===== src/rtl/uart_rx_debug_if.sv =====
// Receive-side handshake bundle for uart_rx_debug: received byte, valid/ready,
// and status flags. The receiver drives through master; the consumer uses slave.
interface uart_rx_debug_if;
    logic [7:0] rx_data;
    logic       rx_valid;
    logic       rx_ready;
    logic       frame_err;
    logic       overrun;
    logic       busy;

    modport master (
        output rx_data, rx_valid, frame_err, overrun, busy,
        input  rx_ready
    );

    modport slave (
        input  rx_data, rx_valid, frame_err, overrun, busy,
        output rx_ready
    );
endinterface


===== src/rtl/uart_rx_debug.sv =====
// 8-bit UART receiver with a valid/ready output holding register, frame error and sticky overrun.
// Optional even-parity bit enabled by defining UART_RX_PARITY_EN.
module uart_rx_debug #(
    parameter int CLKS_PER_BIT = 16
) (
    input  logic             clk,
    input  logic             rst_n,
    input  logic             uart_rx,
    uart_rx_debug_if.master  rx_if
);

    localparam logic [11:0] HALF_M1 = 12'(CLKS_PER_BIT / 2 - 1);
    localparam logic [11:0] FULL_M1 = 12'(CLKS_PER_BIT - 1);

    typedef enum logic [2:0] {
        IDLE,
        START,
        DATA,
`ifdef UART_RX_PARITY_EN
        PARITY,
`endif
        STOP
    } state_t;

    state_t      state_q, state_d;
    logic        sync1_q, sync2_q, rx_prev_q;
    logic [11:0] cnt_q, cnt_d;
    logic [2:0]  bit_idx_q, bit_idx_d;
    logic [7:0]  shift_q, shift_d;
    logic        done_q, done_d;
    logic        frame_err_q, frame_err_d;
    logic [7:0]  rx_data_q, rx_data_d;
    logic        rx_valid_q, rx_valid_d;
    logic        overrun_q, overrun_d;
    logic        rx_s;
    logic        fall;
    logic        frame_ok;
`ifdef UART_RX_PARITY_EN
    logic        par_q, par_d;
`endif

    assign rx_s = sync2_q;
    assign fall = rx_prev_q & ~rx_s;

    // Stop bit must be high; with parity, the nine received bits must also have even weight.
`ifdef UART_RX_PARITY_EN
    assign frame_ok = rx_s & ~(^{shift_q, par_q});
`else
    assign frame_ok = rx_s;
`endif

    always_comb begin
        state_d     = state_q;
        cnt_d       = cnt_q;
        bit_idx_d   = bit_idx_q;
        shift_d     = shift_q;
        done_d      = 1'b0;
        frame_err_d = 1'b0;
        rx_data_d   = rx_data_q;
        rx_valid_d  = rx_valid_q;
        overrun_d   = overrun_q;
`ifdef UART_RX_PARITY_EN
        par_d       = par_q;
`endif

        case (state_q)
            IDLE: begin
                cnt_d = 12'd0;
                if (fall) begin
                    state_d = START;
                end
            end
            START: begin
                cnt_d = cnt_q + 12'd1;
                if (cnt_q == HALF_M1) begin
                    cnt_d     = 12'd0;
                    bit_idx_d = 3'd0;
                    state_d   = rx_s ? IDLE : DATA;
                end
            end
            DATA: begin
                cnt_d = cnt_q + 12'd1;
                if (cnt_q == FULL_M1) begin
                    cnt_d     = 12'd0;
                    shift_d   = {rx_s, shift_q[7:1]};
                    bit_idx_d = bit_idx_q + 3'd1;
                    if (bit_idx_q == 3'd7) begin
`ifdef UART_RX_PARITY_EN
                        state_d = PARITY;
`else
                        state_d = STOP;
`endif
                    end
                end
            end
`ifdef UART_RX_PARITY_EN
            PARITY: begin
                cnt_d = cnt_q + 12'd1;
                if (cnt_q == FULL_M1) begin
                    cnt_d   = 12'd0;
                    par_d   = rx_s;
                    state_d = STOP;
                end
            end
`endif
            STOP: begin
                cnt_d = cnt_q + 12'd1;
                if (cnt_q == FULL_M1) begin
                    cnt_d       = 12'd0;
                    done_d      = frame_ok;
                    frame_err_d = ~frame_ok;
                    state_d     = IDLE;
                end
            end
            default: state_d = IDLE;
        endcase

        // A completed byte always wins; it counts as lost data only if the old one is not taken now.
        if (done_q) begin
            rx_data_d  = shift_q;
            rx_valid_d = 1'b1;
            if (rx_valid_q && !rx_if.rx_ready) begin
                overrun_d = 1'b1;
            end
        end else if (rx_valid_q && rx_if.rx_ready) begin
            rx_valid_d = 1'b0;
        end
    end

    always_ff @(posedge clk or negedge rst_n) begin
        if (!rst_n) begin
            sync1_q     <= 1'b1;
            sync2_q     <= 1'b1;
            rx_prev_q   <= 1'b1;
            state_q     <= IDLE;
            cnt_q       <= 12'd0;
            bit_idx_q   <= 3'd0;
            shift_q     <= 8'h00;
            done_q      <= 1'b0;
            frame_err_q <= 1'b0;
            rx_data_q   <= 8'h00;
            rx_valid_q  <= 1'b0;
            overrun_q   <= 1'b0;
`ifdef UART_RX_PARITY_EN
            par_q       <= 1'b0;
`endif
        end else begin
            sync1_q     <= uart_rx;
            sync2_q     <= sync1_q;
            rx_prev_q   <= sync2_q;
            state_q     <= state_d;
            cnt_q       <= cnt_d;
            bit_idx_q   <= bit_idx_d;
            shift_q     <= shift_d;
            done_q      <= done_d;
            frame_err_q <= frame_err_d;
            rx_data_q   <= rx_data_d;
            rx_valid_q  <= rx_valid_d;
            overrun_q   <= overrun_d;
`ifdef UART_RX_PARITY_EN
            par_q       <= par_d;
`endif
        end
    end

    assign rx_if.rx_data   = rx_data_q;
    assign rx_if.rx_valid  = rx_valid_q;
    assign rx_if.frame_err = frame_err_q;
    assign rx_if.overrun   = overrun_q;
    assign rx_if.busy      = (state_q != IDLE);

endmodule


===== src/flat_wrapper.sv =====
// flat-port wrapper written by rule: the top's interface ports become plain ports
module uart_rx_debug_flat 
#(
    parameter int CLKS_PER_BIT = 16
)
  (clk, rst_n, uart_rx, rx_if_rx_data, rx_if_rx_valid, rx_if_frame_err, rx_if_overrun, rx_if_busy, rx_if_rx_ready);
  uart_rx_debug_if rx_if_i ();
  input  logic clk;
  input  logic rst_n;
  input  logic uart_rx;
  output wire logic [$bits(rx_if_i.rx_data)-1:0] rx_if_rx_data;
  output wire logic [$bits(rx_if_i.rx_valid)-1:0] rx_if_rx_valid;
  output wire logic [$bits(rx_if_i.frame_err)-1:0] rx_if_frame_err;
  output wire logic [$bits(rx_if_i.overrun)-1:0] rx_if_overrun;
  output wire logic [$bits(rx_if_i.busy)-1:0] rx_if_busy;
  input wire logic [$bits(rx_if_i.rx_ready)-1:0] rx_if_rx_ready;
  assign rx_if_rx_data = rx_if_i.rx_data;
  assign rx_if_rx_valid = rx_if_i.rx_valid;
  assign rx_if_frame_err = rx_if_i.frame_err;
  assign rx_if_overrun = rx_if_i.overrun;
  assign rx_if_busy = rx_if_i.busy;
  assign rx_if_i.rx_ready = rx_if_rx_ready;
  uart_rx_debug #(.CLKS_PER_BIT(CLKS_PER_BIT)) u_core (.clk(clk), .rst_n(rst_n), .uart_rx(uart_rx), .rx_if(rx_if_i));
endmodule

===== config.mk =====
export PLATFORM = sky130hd
export DESIGN_NAME = uart_rx_debug_flat
export DESIGN_NICKNAME = d
export VERILOG_FILES = /design/src/rtl/uart_rx_debug_if.sv /design/src/rtl/uart_rx_debug.sv /design/src/flat_wrapper.sv
export SDC_FILE = /design/constraint.sdc
export NUM_CORES = 1
export LEC_CHECK = 0
export CAP_MARGIN = 20
export CORE_UTILIZATION = 30
export DETAILED_ROUTE_END_ITERATION = 8
export PLACE_DENSITY = 0.49
export RECOVER_POWER = 25
export SYNTH_ARGS = -nofsm -noshare
export SYNTH_HDL_FRONTEND = slang
export SYNTH_SLANG_ARGS = --single-unit

===== constraint.sdc =====
create_clock -name clk -period 4.5 [get_ports clk]
set_clock_uncertainty 0.15 [all_clocks]
set_input_delay 1.125 -clock clk [delete_from_list [all_inputs] [get_ports clk]]
set_output_delay 1.125 -clock clk [all_outputs]
set_load 0.03 [all_outputs]

==> summary.md <==
| Metric | Value |
|---|---|
| Max Cap Violations | `1` |
| CORE AREA | `6531 um2` |
| Worst Setup EP | `rx_if_busy` |
| Compound-cell area share of the yosys netlist | `16.13%` |
| Proportion of layout cells with a drive suffix above 1 | `19.00%` |
| GRT Total Usage | `12.29%` |
| Failing checks | `capacitance limit, slew limit` |
| Initial cell density of the core | `a little under a third` |
| Reg2reg setup slack | `just under 2000 ps` |
| Number of port buffers | `15` |
| CTS H-tree lvls | `2` |
| Post-route antenna net violation count | `0` |
| Fin nets | `between 200 and 250` |
| Hold_buf cts | `0` |
| WL per Instance | `14.91 um` |
| # diodes | `0` |
| Reg clk slew, reported paths | `around 80 ps` |
| Placed cell count | `269` |
| Chip height | `85.26 um` |
| Hold slack | `approximately 210 ps` |
| Worst-skew pair later-pin latency | `approximately 290 ps` |
| Area share of the largest cell type after synthesis | `~45%` |
| Routed wire length | `between 4000 and 5000 um` |
| Worst slew pin tran | `roughly 2200 ps` |
| Reg2Reg Capture Point | `u_core.cnt_q[2]$_DFFE_PN0P_` |
| XOR/XNOR share of the synthesized area | `0.4212%` |
| First-pass DRT Iterations | `4` |
| Die W | `about 85 um` |
| DPL Wire Length | `2843 um` |
| Setup TNS | `0 ps` |
| Peak supply drop | `about 0.15 mV` |
| RR Startpoint | `u_core.state_q[0]$_DFFE_PN0P_` |
| Mapped cell area | `approximately 2100 um2` |
| Max frequency | `about 0.33 GHz` |
| Seq/Total Area, Yosys | `around half` |
| Pin count of the biggest net entering global routing | `41` |
| Gate Count Post-Synth | `roughly 180` |
| Final hold violations | `0` |
| Post-Layout Inst Area | `2391 um2` |
| Antenna violations before repair | `0` |
| Final-report max-slew violation count | `41` |
| Synth Flop Type | `dfrtp_1` |
| Leakage | `around 1.1 nW` |
| RSZ-0062 raised after global routing | `no` |
| Global-route wire length before repair | `slightly below 7000 um` |
| Post-Synth Adder-Cell Area | `4.813%` |
| Row cnt | `29` |
| Mean Syn Cell Area | `around 11 um2` |
| Max-slew headroom | `-46.73%` |
| Mux cell area share after synthesis | `9.687%` |
| Ys Warns | `0` |
| Ys async rst share | `between 90% and 100%` |
| Crit Path Class | `register to primary output` |
| Reg2Reg Depth | `6` |
| Main combinational cell family by area after synthesis | `simple AND/OR/NAND/NOR gates` |
| DP Area | `2271 um2` |
| P&R area growth vs syn | `14.98%` |
| Residual DRC | `0` |
| Post-synthesis simple-gate area fraction | `16.61%` |
| Yosys cell types | `54` |
| Worst setup path startpoint | `u_core.state_q[0]$_DFFE_PN0P_` |
| Hold Path Class | `register to register` |
| Final cell count without fillers | `~280` |
| Drt initial violations | `86` |
| Die area | `approximately 7300 um2` |
| Period utilisation layout | `between 60% and 70%` |
| Clock Path Buffers | `2` |
| Cell Pwr Density | `~380 nW/um2` |
| Cell taking the most area after synthesis | `dfrtp_1` |
| CTS tree | `yes` |
| IO Pins | `16` |
| Post-CTS setup repair buffer count | `0` |
| CP max FO | `4` |
| Post-synth EDFFs | `0` |
| CP Capture Type | `primary output` |
| CTS sink count | `40` |
| Via Count | `~1,500` |
| Clk root buf | `clkbuf_8` |
| Flops & latches, synth | `40` |
| Total power | `roughly 900 uW` |
| CTS resizes | `0` |
| Vias in the first global route | `1,373` |
| Final setup fails | `0` |
| Tmin final | `3069 ps` |
| Outcome | `finished with violations` |
| Number of buffers created by CTS | `5` |
| Data required, critical path | `~3200 ps` |
| Final GP Congestion | `around 0.77` |
| Grt total ovfl | `0` |
| Worst setup SP type | `register` |
| Vias/cell | `between 5 and 6` |
| Syn Nets | `about 200` |
| CP Data Arrival Time | `1790 ps` |
| Synth area leaders | `dfrtp_1 45%, mux2_2 9.2%, ha_1 4.8%` |
==> synthesized netlist by cell type, types with 2 or more instances <==
cell and number:
nand2_1 22, or4_1 2, ha_1 8, o21a_1 3
o31a_1 2, a221o_1 2, dfrtp_1 37, o22ai_1 5
o211ai_1 2, nand3_1 4, nand4_1 2, and2_1 2
clkbuf_1 2, inv_1 9, a22o_2 2, nor4_1 5
dfstp_2 3, a31oi_1 3, o41ai_1 2, a22o_1 4
nor2_1 9, nor4_4 2, mux2_2 17, nor3_1 4
o2111ai_1 2
==> metrics by stage <==
| stage | worst slack (ps) | utilization, % |
|---|---|---|
| after detailed placement | 1742 | 34.77 |
| after global placement | 1759 | 34.77 |
| final | 1431 | 36.61 |
| after CTS | 1415 | 36.63 |
| after global routing | 1149 | 36.61 |
| after floorplan | 2201 | - |
==> where the power goes <==
group          leakage (nW)  switching (mW)  internal [mW]
clock                0.0614           0.129          0.181
sequential            0.544          0.0144          0.375
combinational         0.499           0.127         0.0733
==> placed cells by master (no fill, tap or decap), types with 3 or more instances in the layout <==
| cell | netlist | final |
|---|---|---|
| nand3_1 | 4 | 4 |
| clkdlybuf4s50_1 | 0 | 12 |
| inv_1 | 9 | 9 |
| ha_1 | 8 | 8 |
| a22o_1 | 4 | 4 |
| nand2_1 | 22 | 22 |
| nor3_1 | 4 | 4 |
| o22ai_1 | 5 | 5 |
| o21a_1 | 3 | 3 |
| dfrtp_1 | 37 | 37 |
| a31oi_1 | 3 | 3 |
| clkbuf_8 | 1 | 6 |
| nor4_1 | 5 | 5 |
| mux2_2 | 17 | 17 |
| nor2_1 | 9 | 9 |
==> final cells by class <==
type	count	area, um2
clock inverters	2	38.79
well taps	77	96.34
repair buffers	15	143.9
fillers	644	4140
inverters	9	33.78
flip-flops and latches	40	1005
multi-input cells	128	991.0
clock buffers	6	82.58
==> state kept, by name, indices dropped and copies added, names as in the netlist <==
| register | cells |
|---|---|
| u_core.frame_ok | 1 |
| u_core.rx_if.frame_err | 1 |
| u_core.bit_idx_q | 3 |
| u_core.state_q | 2 |
| u_core.shift_q | 8 |
| u_core.cnt_q | 12 |
| u_core.rx_if.rx_data | 8 |
| u_core.done_q | 1 |
| u_core.rx_if.overrun | 1 |
| u_core.rx_prev_q | 1 |
| u_core.sync1_q | 1 |
| u_core.rx_if.rx_valid | 1 |
==> per-layer routing <==
metal	vias up	wire, um	share of wire, %	global-route usage [%]
met5	-	0	0	0
li1	721	-	-	-
met1	704	2075	50	16.80
met4	0	92	2.2	5.758
met3	8	137	3.3	3.210
met2	28	1824	44	18.18
==> kinds of logic after synthesis <==
logic type / Yosys count
and+or+nand+nor: 62
AOI/OAI and AO/OA: 39
muxes: 18
xor gates and xnor gates: 1
DFF: 40
buffers and inverters: 16
adders and majority gates: 8
==> how the worst min path moves through the flow <==
stage / start / slack [ps] / cells after the start / end
after CTS: u_core.sync1_q$_DFF_PN1_ / 210 / 0 / u_core.frame_ok$_DFF_PN1_
after global routing: u_core.sync1_q$_DFF_PN1_ / 220 / 0 / u_core.frame_ok$_DFF_PN1_
after floorplan: u_core.sync1_q$_DFF_PN1_ / 200 / 0 / u_core.frame_ok$_DFF_PN1_
after global placement: u_core.sync1_q$_DFF_PN1_ / 200 / 0 / u_core.frame_ok$_DFF_PN1_
after detailed placement: u_core.sync1_q$_DFF_PN1_ / 200 / 0 / u_core.frame_ok$_DFF_PN1_
final: u_core.sync1_q$_DFF_PN1_ / 210 / 0 / u_core.frame_ok$_DFF_PN1_
==> critical path: stages (launching register included) <==
cell	delay, ps
dfrtp_1	400
inv_1	100
ha_1	230
inv_1	90
clkdlybuf4s50_1	680
Power figures use the tool's default switching activity.
